$ cat src/rtl/pc_generator.sv
// pc_generator: fetch-stage PC source.
// Holds the architectural fetch PC, offers it to fetch over valid/ready,
// and arbitrates a set of prioritised redirect channels (channel 0 wins).
// A misaligned redirect target is aligned down, raises a one-cycle
// misalign pulse and parks the generator in HALT until an aligned redirect.
module pc_generator #(
    parameter int XLEN       = 64,
    parameter int NREDIR     = 3,
    parameter logic [XLEN-1:0] RESET_PC = XLEN'(64'h8000_0000),
    parameter int INST_BYTES = 4,
    localparam int SRC_W     = (NREDIR > 1) ? $clog2(NREDIR) : 1
) (
    input  logic                   clk,
    input  logic                   resetn,
    input  logic [NREDIR-1:0]      redir_valid,
    input  logic [NREDIR*XLEN-1:0] redir_pc,
    input  logic                   halt,
    output logic                   req_valid,
    input  logic                   req_ready,
    output logic [XLEN-1:0]        req_pc,
    output logic                   redir_taken,
    output logic [SRC_W-1:0]       redir_src,
    output logic                   misalign
);

    typedef enum logic [1:0] {
        ST_BOOT,
        ST_RUN,
        ST_HALT
    } state_t;

    // Low address bits that must be zero for an aligned instruction fetch.
    localparam logic [XLEN-1:0] OFFSET_MASK = XLEN'(INST_BYTES - 1);
    localparam logic [XLEN-1:0] PC_INC      = XLEN'(INST_BYTES);

    state_t            state_q;
    state_t            state_d;
    logic [XLEN-1:0]   pc_q;
    logic [XLEN-1:0]   pc_d;
    logic              misalign_pend_q;
    logic              misalign_pend_d;

    logic              redir_any;
    logic [SRC_W-1:0]  winner;
    logic [XLEN-1:0]   winner_pc;
    logic              target_misaligned;
    logic [XLEN-1:0]   target_aligned;
    logic              handshake;

    // Priority pick of the redirect channels: scanning from the top down
    // leaves the lowest requesting index as the winner.
    always_comb begin
        redir_any = 1'b0;
        winner    = '0;
        winner_pc = '0;
        for (int i = NREDIR - 1; i >= 0; i--) begin
            if (redir_valid[i]) begin
                redir_any = 1'b1;
                winner    = SRC_W'(i);
                winner_pc = redir_pc[i*XLEN +: XLEN];
            end
        end
    end

    assign target_misaligned = |(winner_pc & OFFSET_MASK);
    assign target_aligned    = winner_pc & ~OFFSET_MASK;

    // The offered PC comes straight from registers, so fetch never sees a
    // combinational path from the redirect or halt inputs.
    assign req_valid = (state_q == ST_RUN);
    assign req_pc    = pc_q;
    assign handshake = req_valid & req_ready;

    // Next-state logic: redirect beats halt, halt beats sequential advance.
    always_comb begin
        state_d         = state_q;
        pc_d            = pc_q;
        misalign_pend_d = misalign_pend_q;
        if (redir_any) begin
            pc_d = target_aligned;
            if (target_misaligned) begin
                state_d         = ST_HALT;
                misalign_pend_d = 1'b1;
            end else begin
                state_d         = ST_RUN;
                misalign_pend_d = 1'b0;
            end
        end else begin
            unique case (state_q)
                ST_BOOT: begin
                    state_d = ST_RUN;
                end
                ST_RUN: begin
                    if (handshake) begin
                        pc_d = pc_q + PC_INC;
                    end
                    if (halt) begin
                        state_d = ST_HALT;
                    end
                end
                ST_HALT: begin
                    if (!halt && !misalign_pend_q) begin
                        state_d = ST_RUN;
                    end
                end
                default: begin
                    state_d = ST_BOOT;
                end
            endcase
        end
    end

    // Architectural state: FSM, fetch PC and the sticky misalign-halt flag.
    always_ff @(posedge clk or negedge resetn) begin
        if (!resetn) begin
            state_q         <= ST_BOOT;
            pc_q            <= RESET_PC;
            misalign_pend_q <= 1'b0;
        end else begin
            state_q         <= state_d;
            pc_q            <= pc_d;
            misalign_pend_q <= misalign_pend_d;
        end
    end

    // Registered single-cycle notifications telling fetch to flush.
    always_ff @(posedge clk or negedge resetn) begin
        if (!resetn) begin
            redir_taken <= 1'b0;
            redir_src   <= '0;
            misalign    <= 1'b0;
        end else begin
            redir_taken <= redir_any;
            redir_src   <= winner;
            misalign    <= redir_any & target_misaligned;
        end
    end

endmodule

$ cat config.mk
export PLATFORM = sky130hd
export DESIGN_NAME = pc_generator
export DESIGN_NICKNAME = d
export VERILOG_FILES = /design/src/rtl/pc_generator.sv
export SDC_FILE = /design/constraint.sdc
export NUM_CORES = 1
export LEC_CHECK = 0
export BUFFER_PORTS_ARGS = -buffer_cell sky130_fd_sc_hd__buf_2
export CORE_ASPECT_RATIO = 0.5
export CORE_UTILIZATION = 50
export CTS_CLUSTER_SIZE = 16
export DETAILED_ROUTE_END_ITERATION = 6
export GPL_TIMING_DRIVEN = 0
export PLACE_DENSITY_LB_ADDON = 0.12
export SYNTH_ARGS = -nofsm -noshare
export SYNTH_HDL_FRONTEND = slang
export SYNTH_SLANG_ARGS = --single-unit
export TNS_END_PERCENT = 20
$ cat constraint.sdc
create_clock -name clk -period 3.6 [get_ports clk]
set_input_delay 0.18 -clock clk [delete_from_list [all_inputs] [get_ports clk]]
set_output_delay 0.18 -clock clk [all_outputs]
set_load 0.05 [all_outputs]
---- Word-level counts from Yosys, hierarchy flattened ----
Index checks and enable logic that the tools add are counted.
Widths: inputs -> output; s select.
storage, ports and cells
  logic and storage cells ................. 40
  output and inout bits ................... 69
  bits of input ports ..................... 199
  register bits ........................... 71
cells by class
  add/subtract/negate cells ............... 1
  muxes and demuxes ....................... 18
  reduce and logical (&&, ||, !) cells .... 9
  eq/ne operators ......................... 4
  bitwise gates (word level) .............. 2
operator list
  kind                   count
  $mux 64                6
  $add 64x3->64 const B  1
  $mux 2                 7
  $pmux 2 s3             1
  $mux 1                 4
  $reduce_and 2->1       2
  $reduce_bool 2->1      2
  $ne 3x2->1 const B     1
  $ne 3x3->1 const B     1
  $and 1x1->1            2
  $eq 2x1->1 const B     1
  $eq 2x2->1 const B     1
  $logic_not 1->1        2
  $logic_not 2->1        1
  $reduce_or 2->1        1
  $logic_and 1x1->1      1

---- Longest topological paths before layout ----
Gate-level depths: netlist of the first run.
  depth after elaboration ................. 6
  depth in mapped cells ................... 8
  depth with buffers taken out ............ 6

---- Worst setup path after synthesis of the first run ----
OpenSTA, ideal clock, no wires.
  path kind ............................... reg2reg
  start point ............................. reg pc_q[28], in the netlist req_pc[28]
  end point ............................... reg pc_q[61], in the netlist req_pc[61]
  cell stages (with the launch flop) ...... 8
  data arrival time ....................... 2.597 ns
  slack ................................... 0.923 ns
  cell sequence ........................... dfrtp_1 clkbuf_1 nand4_1 or4_4 or4_1 buf_2 mux2_4 nor3_2
between the ends
  cells in the longest elaborated chain, start to end .. 4
ends and longest elaborated chain
  item                    line  source
  from (decl)             38    logic [XLEN-1:0] pc_q;
  from (signal assigned)  121   pc_q <= pc_d;
  $add 64x3->64           95    pc_d = pc_q + PC_INC;
  $mux 64                 94    if (handshake) begin
  $mux 64                 89    unique case (state_q)
  $mux 64                 79    if (redir_any) begin
Every way passes these cells. The select of a mux whose other input is x is not followed.
A chain may end at the register's enable or synchronous reset.

---- Worst setup path after layout of the first run ----
  start point ............................. reg pc_q[36], in the netlist req_pc[36]
  end point ............................... reg pc_q[56], in the netlist req_pc[56]
Same word-level chain as after synthesis.

==> results by stage, run 1 <==
Route:
- Detailed routing placed a total of 9.805 mm of wire on met2.
- The number of vias after detailed routing is 6966.
- The average detailed-routed wire length per instance is 18.47 um.
- For this block, the routed nets add up to 20.89 mm of wire.
- The average via count per standard cell is 6.159.
- In this run the remaining antenna-violating nets after routing total 0.
- The top routing layer in use is met4.
- The iteration count of the initial detailed-routing pass is 5.
- The routed design uses 2.073 mm of met3 wire.
- For this run, design rule violations remaining after detail routing come to 0.
- The DRC violation total after the first TritonRoute iteration is about 660.
- The met1 routed wirelength after detailed routing is just under 9 mm.

STA:
- The final total negative setup slack is 0 ps.
- The number of hold violations in the final report is 22.
- The number of pins exceeding their max-slew limit in the final report is 0.
- The worst hold slack across all endpoints is -38.95 ps.
- The clock skew is 9.295 ps.
- The worst path uses roughly nine tenths of the clock period.
- At the pin with the least slew margin, the transition time is 1470 ps.
- The minimum clock period after layout is ~3200 ps.
- The headroom to the max-slew limit is 1.101%.
- The final number of setup-violating endpoints is 0.
- Setup repair after global routing left no endpoint under its margin.
- Derived from the worst setup path, the maximum achievable clock frequency is 311.3 MHz.

Setup path:
- At the worst endpoint, the required time is about 3900 ps.
- The critical path goes through nand4_1 -> or4_1 -> nor4_1 -> mux2_2 -> nand3_1.
- The element type at the critical path end is a flip-flop.
- The critical path class is reg -> reg.
- Of all nets on the critical path, the largest fanout is 8.
- The gate family responsible for the most delay along the worst path is simple AND/OR/NAND/NOR gates.
- The highest-delay cell along the critical path is sky130_fd_sc_hd__nor4_1.
- For this run, the slowest stage of the critical path takes ~1100 ps.
- The buffering stage count on the worst path with inverters included is 0.
- STA puts the critical path data arrival time at between 3000 and 4000 ps.
- The worst setup path is launched from a flip-flop.

Worst hold path:
- The class of the worst hold path is in -> async.

Placed design:
- The total of buffers placed on input and output ports is 264.
- The wire-length estimate of the detail-placed layout is 15.57 mm.
- The global placement routability congestion is 0.9618.

Global route:
- Global routing used between 30% and 40% of the available tracks across all layers.
- The overall overflow remaining after global route is 0.
- The pin count of the biggest net entering global routing is 70.
- The first-pass GRT wire length is 30.97 mm.
- The initial antenna violation count is 0.
- The number of global-route vias before repair was about 6200.

Synthesis:
- The cell area that synthesis handed to floorplanning was 5370 um^2.
- The synthesized area divided by synthesized cell count is 7.564 um^2.
- The count of flip-flops with a built-in enable after synthesis is 0.
- The async set-reset flop share out of synthesis is between 90% and 100%.
- The synthesis-stage register bit count is 69.
- The count of synthesis-stage warnings from yosys is 0.
- In the synthesized netlist the dominant register cell turns out to be sky130_fd_sc_hd__dfrtp_1.
- The number of different library cells in the post-synthesis netlist is 65.
- The sequential cell area fraction in the yosys report is 32.18%.
- After technology mapping, the gate count stands at 710.

Clock tree:
- Buffers added to address setup during post-CTS repair amount to 0.
- Hold repair after CTS inserted 0 buffers.
- Post-CTS repair changed the size of 0 cells.
- The clock drives 69 sinks.
- The insertion delay of the later-clocked pin in the worst-skew pair is 340 ps.
- The clock root buffer master is sky130_fd_sc_hd__clkbuf_16.
- Counting along the longest clock path gives a buffer depth of 2.
- TritonCTS built the clock tree.
- The number of clock buffers added by TritonCTS is 9.
- The clock-pin slew reported for the worst setup and hold paths after clock tree synthesis is around 60 ps.
- The H-tree was split into 3 levels.

Power:
- The standby leakage power is between 3 and 4 nW.
- Overall power consumption after layout is estimated at 2.787 mW.
- IR analysis of the VDD net gives a maximum drop of approximately 0.00024 V.
- In this run the power density over the cells is 389.6 nW/um^2.

Floorplan:
- In this run the horizontal extent of the chip is 148.6 um.
- The initial core utilization is between 50% and 60%.
- The top-level I/O count is 268.
- The floorplan die height is 75.28 um.
- The die footprint is 11180 um^2.
- The cell row count is 26.
- The area inside the core boundary is 10310 um^2.

Layout:
- The storage element area is 1728 um^2.
- In the final design database the tool counted around 1200 nets.
- The number of inserted filler cells in the final layout is around 920.
- The multi-input logic area is 3352 um^2.
- Compared with the post-synthesis result, the final layout area differs by 33.20%.
- The number of diodes is 0.
- The fraction of layout instances using a drive strength above 1 is 30.27%.

Run status:
- The flow ran to the end, but the final reports show violations.
- The checks that failed: negative hold slack, max-capacitance violations.

Run:
- The total of max-cap violations is 1.
[worst register-to-register path, stage by stage (launching register included)]
cell and delay (ps):
sky130_fd_sc_hd__dfrtp_1 560, sky130_fd_sc_hd__nand4_1 380, sky130_fd_sc_hd__or4_1 590, sky130_fd_sc_hd__nor4_1 1120, sky130_fd_sc_hd__mux2_2 440, sky130_fd_sc_hd__nand3_1 60
[cell type report]
class | count | area share [%]
Tap cell | 140 | 2.449
Clock buffer | 13 | 3.638
Clock inverter | 3 | 0.2799
Timing Repair Buffer | 264 | 18.51
Multi-Input combinational cell | 567 | 46.86
Inverter | 17 | 0.8921
Buffer | 58 | 3.218
Sequential cell | 69 | 24.16
[power by group]
part	switching [mW]	internal, mW
Clock	0.348	0.504
Combinational	0.645	0.305
Sequential	0.125	0.859
[cell usage after synthesis, drive strengths merged (3+ instances only)]
cell    count  area, um^2
o22ai      45       281.5
or4         8       67.56
nand3      30       155.1
o31a        3       26.28
nor3b       8       60.06
a31oi      13       81.33
a22oi      10       75.07
dfrtp      68        1702
and3        6       37.54
xnor2      24       210.2
and2        4       25.02
mux2i       5       50.05
inv        15       56.30
o31ai       7       52.55
a211oi      5       37.54
nand2      88       330.3
buf         9       45.03
o21ai      64       320.3
or2         3       18.77
nor3       22       115.1
xor2        7       61.31
nand4      25       156.4
mux2        3       37.53
nand2b      6       37.54
nand3b     13       97.59
o221ai      4       35.03
nor2b      10       62.56
clkbuf     49       185.2
or3        10       62.56
a21oi      42       210.2
nor2       33       123.9
nor4       31       193.9
and4        9       78.83
[worst paths after layout]
| path | depth (start not counted) | to | start | slack, ps |
|---|---|---|---|---|
| worst max-delay path | 5 | req_pc[56]$_DFFE_PN0P_ | req_pc[36]$_DFFE_PN0P_ | 390 |
| worst min-delay path | 1 | req_pc[14]$_DFFE_PN0P_ | resetn | -40 |
| worst max register to register | 5 | req_pc[56]$_DFFE_PN0P_ | req_pc[36]$_DFFE_PN0P_ | 390 |
| worst min register to register | 1 | misalign_pend_q$_DFFE_PN0N_ | misalign_pend_q$_DFFE_PN0N_ | 500 |
| max in group asynchronous | 1 | req_pc[41]$_DFFE_PN0P_ | resetn | 3010 |
| min in group clk | 3 | req_pc[37]$_DFFE_PN0P_ | redir_pc[37] | 60 |
[cell usage in the layout (no fill, tap or decap), types with 8 or more instances in the layout]
master	count
sky130_fd_sc_hd__o21ai_0	64
sky130_fd_sc_hd__a22oi_1	10
sky130_fd_sc_hd__buf_2	266
sky130_fd_sc_hd__clkbuf_1	50
sky130_fd_sc_hd__nand2_1	88
sky130_fd_sc_hd__dfrtp_1	68
sky130_fd_sc_hd__nor3b_1	8
sky130_fd_sc_hd__and4_1	9
sky130_fd_sc_hd__nand3_1	29
sky130_fd_sc_hd__nor3_1	21
sky130_fd_sc_hd__xnor2_1	24
sky130_fd_sc_hd__inv_1	15
sky130_fd_sc_hd__nand3b_1	13
sky130_fd_sc_hd__a21oi_1	42
sky130_fd_sc_hd__nor2b_1	10
sky130_fd_sc_hd__clkbuf_16	9
sky130_fd_sc_hd__o22ai_1	45
sky130_fd_sc_hd__nor4_1	31
sky130_fd_sc_hd__nand4_1	25
sky130_fd_sc_hd__a31oi_1	13
sky130_fd_sc_hd__or3_1	10
sky130_fd_sc_hd__nor2_1	33
[cell families after synthesis]
group,Yosys count,synth area share [%]
XOR/XNOR,31,5.056
other,1,0.06983
flip-flops,69,32.18
buffers and inverters,75,5.475
AO/OA/AOI/OAI,215,24.46
multiplexers,8,1.631
adder cells (fa/ha/maj),1,0.2330
AND/OR/NAND/NOR,310,30.90
[metal layers]
metal  up-vias  GRT usage [%]
met4         0          12.03
met5         -              0
met1      3296          46.97
li1       3216              -
met2       410          61.79
met3        44          7.455
[state kept, by name (all words and copies together) (netlist names)]
name             flops
redir_src            2
state_q              2
misalign             1
req_pc              62
misalign_pend_q      1
redir_taken          1
[metrics by stage]
stage | std cells | setup slack, ps | utilization [%] | area, um^2 | hold slack (ps)
2_1_floorplan | 711 | 922.9 | - | 5374 | -115.6
3_3_place_gp | 1115 | 550.3 | 66.62 | 6870 | 399.4
3_5_place_dp | 1115 | 533.5 | 66.65 | 6873 | 369.7
4_1_cts | 1131 | 599.5 | 69.36 | 7153 | 2.203
5_1_grt | 1131 | 439.9 | 69.36 | 7153 | 51.37
6_report | 1131 | 387.7 | 69.36 | 7153 | -38.95
Power figures use the tool's default switching activity.
==> inputs of run 2 (changes only) <==
ABC_AREA = 1   (was default)
CAP_MARGIN = 25   (was default)
CORE_MARGIN = 2   (was default)
==> results by stage, run 2 <==
STA:
- The achievable frequency is 451.3 MHz.
- The number of pins exceeding their max-slew limit in the final report is 0.
- For the final routed database, the setup TNS stands at 0 ps.
- The worst hold slack across all endpoints is -10.85 ps.
- On the final layout, the worst clock skew is approximately 6.3 ps.
- Setup violations remaining at the end of the flow were counted as 0.
- The ratio of final minimum period to clock period is 61.56%.
- The number of hold violations in the final report was 5.
- Across all setup checks in the final design, the least slack found is between 1000 and 1500 ps.
- The headroom to the max-slew limit is 34.67%.
- At the pin with the least slew margin, the transition time is 964.6 ps.
- The minimum clock period after layout is 2216 ps.
- Setup repair after global routing left no endpoint under its margin.

Synthesis:
- The synthesized netlist devotes 17.60% of its cell area to compound gates.
- The top cell type's share of synthesized area is 28.00%.
- The synthesized area divided by synthesized cell count is 6.120 um^2.
- The largest family of logic cells by synthesized area is simple AND/OR/NAND/NOR gates.
- Synthesis produced 993 cells.
- The number of different library cells used by synthesis comes to 54.
- After synthesis, the share of flip-flops with an asynchronous set or reset is 100.0%.
- After Yosys synthesis, XOR and XNOR cells account for less than 1% of the synthesized area.
- The most common flop cell mapped by yosys is sky130_fd_sc_hd__dfrtp_1.
- By area the synthesized netlist is led by sky130_fd_sc_hd__dfrtp_1 28%, sky130_fd_sc_hd__nand2_1 20%, sky130_fd_sc_hd__nor2_1 10%, sky130_fd_sc_hd__nand3_1 5.5%, sky130_fd_sc_hd__inv_1 4.0%.
- Of the total synthesized cell area, the portion taken by full adders, half adders and majority gates is less than 1%.
- The area of the mapped netlist is 6077 um^2.
- The count of flip-flops with a built-in enable after synthesis is 0.
- The sequential cell area fraction in the yosys report is 28.43%.
- The cell with the most instances after synthesis is sky130_fd_sc_hd__nand2_1.
- The synthesis-stage register bit count is 69.
- By count the netlist is led by 329 x sky130_fd_sc_hd__nand2_1, 164 x sky130_fd_sc_hd__nor2_1, 68 x sky130_fd_sc_hd__dfrtp_1.
- Multiplexer cells account for 0% of the synthesized area.
- The count of synthesis-stage warnings from yosys is 0.
- The top cell type by total area after synthesis is sky130_fd_sc_hd__dfrtp_1.
- Of the total synthesized cell area, the portion taken by AND, OR, NAND and NOR gates is 44.62%.

Run:
- The tool flagged a number of max-cap violations equal to 0.

Clock tree:
- The TritonCTS sink count is 69.
- The total of hold buffers inserted after clock tree synthesis is 0.
- The maximum clock insertion buffer count is 2.
- CTS placed an instance of sky130_fd_sc_hd__clkbuf_16 at the clock tree root.
- Clock latency on the worst-skew pair, taken at its later pin, is 340 ps.
- The H-tree was split into 3 levels.
- Clock tree synthesis inserted a total of 9 buffers.
- In this run the post-CTS setup repair buffer count came out at 0.
- The number of instances resized during post-cts repair is 0.
- The TritonCTS clock tree is yes.
- Clock-pin slew was measured on the worst setup and hold paths at 60 ps.

Layout:
- The layout has between 1000 and 1500 filler cells.
- The register with the most flip-flops in the layout has 62 of them.
- The fraction of layout instances using a drive strength above 1 is 27.34%.
- The storage element area is 1728 um^2.
- The multi-input logic area is 3854 um^2.
- The number of nets at the end of the flow is 1468.
- The most common cell after layout, fill and taps aside is sky130_fd_sc_hd__nand2_1.
- The growth of design area from synthesis to finish is 31.07%.
- The utilization of the core after routing is 67.27%.
- The top cell types in the final layout, fill and taps aside, are 329 x sky130_fd_sc_hd__nand2_1, 284 x sky130_fd_sc_hd__buf_2, 164 x sky130_fd_sc_hd__nor2_1, 68 x sky130_fd_sc_hd__dfrtp_1, 67 x sky130_fd_sc_hd__nand3_1.
- The number of antenna diodes in the final layout is 0.

Placed design:
- The global placement routability congestion is around 1.0.
- The post-placement setup slack is 1531 ps.
- Once detailed placement completed, the half-perimeter wirelength came to around 23 mm.
- The total of buffers placed on input and output ports is between 200 and 300.

Route:
- The number of vias after detailed routing is between 8000 and 9000.
- The number of nets with antenna violations after routing is 0.
- In this run, the number of DRC markers left after iteration 0 of detailed routing was roughly 1100.
- The iteration count of the initial detailed-routing pass is 7.
- The routed design has around 29 mm of wire.
- The average via count per standard cell is 5.858.
- The detailed-route DRC error count is 2.
- In the final routed layout, each cell accounts on average for 19.92 um.

Global route:
- Entering global routing, the biggest net connects 70 pins.
- The total routing resource utilization after global routing is 42.99%.
- After global routing the overflow that remains totals 0.
- The initial antenna violation count is 2.
- The number of global-route vias before repair is roughly 7600.
- The first-pass GRT wire length is 41.66 mm.

Power:
- The maximum resistive drop on vdd is 0.0002277 V.
- Summed over all cells, the static leakage comes to 3.885 nW.
- The total power divided by cell area is 387.3 nW/um^2.

Run status:
- The checks that failed: design-rule violations, negative hold slack.
- The flow ran to the end, but the final reports show violations.

Setup path:
- The critical path class is reg -> reg.
- The worst setup path is launched from a flip-flop.
- Along the worst path, the maximum fanout reaches 5.
- Across all register-to-register paths, the minimum setup slack is 1380 ps.
- The element type at the critical path end is a flip-flop.
- The critical path data required time is about 3800 ps.
- The arrival time reported for the critical path endpoint is 2430 ps.

Floorplan:
- The die covers around 13000 um^2.
- During I/O placement, the number of pins put on the boundary was 268.
- The floorplan step defined a core boundary enclosing 11840 um^2.
- The floorplan die height is a little over 80 um.
- The initial core utilization is 51.32%.
- The die is 159.9 um wide.
- The floorplan has 28 rows.

Worst hold path:
- The class of the worst hold path is in -> async.
-- run 2: final timing paths --
path | startpoint | to | depth (start not counted)
hold reg to reg | misalign_pend_q$_DFFE_PN0N_ | misalign_pend_q$_DFFE_PN0N_ | 2
setup / recovery | req_pc[31]$_DFFE_PN1P_ | req_pc[54]$_DFFE_PN0P_ | 9
max in group asynchronous | resetn | req_pc[11]$_DFFE_PN0P_ | 1
min in group clk | redir_pc[2] | req_pc[2]$_DFFE_PN0P_ | 3
setup reg to reg | req_pc[31]$_DFFE_PN1P_ | req_pc[54]$_DFFE_PN0P_ | 9
hold / removal | resetn | redir_src[1]$_DFF_PN0_ | 1
-- run 2: area by class of cell --
class | instances | area share, %
clock inverter | 5 | 1.335
clock buffer | 11 | 3.173
timing repair buffer | 263 | 16.56
tap | 165 | 2.592
sequential | 69 | 21.69
multi-input combinational | 811 | 48.38
inverter | 71 | 3.377
buffer | 43 | 2.890
-- run 2: report_power, final --
group	leakage, nW	switching, mW	internal (mW)
Clock	0.172	0.383	0.717
Sequential	0.824	0.139	0.862
Combinational	2.89	0.698	0.286
-- run 2: worst max-delay path, stage by stage (launching register included) --
cell                      delay (ps)
sky130_fd_sc_hd__dfstp_2         580
sky130_fd_sc_hd__nand2_1         100
sky130_fd_sc_hd__nor2_1          300
sky130_fd_sc_hd__nand2_1         200
sky130_fd_sc_hd__nor2_1          460
sky130_fd_sc_hd__nand2_1         150
sky130_fd_sc_hd__nor2_1          110
sky130_fd_sc_hd__nand2_1          60
sky130_fd_sc_hd__nand3_1          80
sky130_fd_sc_hd__a21oi_1          60
-- run 2: kinds of logic after synthesis --
logic type,Yosys count
other,1
and+or+nand+nor,633
adders and majority gates,1
xor gates and xnor gates,6
DFF,69
buffers and inverters,114
AOI/OAI and AO/OA,169
-- run 2: through the flow --
step / hold slack, ps / instances / cell area (um^2) / power (mW)
CTS: 14.83 / 1438 / 7965 / 3.048
floorplan: -115.6 / 994 / 6081 / 1.598
global route: 64.23 / 1438 / 7965 / 3.175
global placement: 417.2 / 1422 / 7604 / 1.946
finish: -10.85 / 1438 / 7965 / 3.085
detailed placement: 376.5 / 1422 / 7606 / 1.969
-- run 2: metal layers --
| layer | track usage, % | wire length (um) | up-vias |
|---|---|---|---|
| li1 | - | - | 3824 |
| met5 | 0 | 7 | - |
| met1 | 56.71 | 11460 | 3789 |
| met4 | 16.40 | 1139 | 2 |
| met3 | 16.77 | 4625 | 117 |
| met2 | 63.94 | 11420 | 692 |
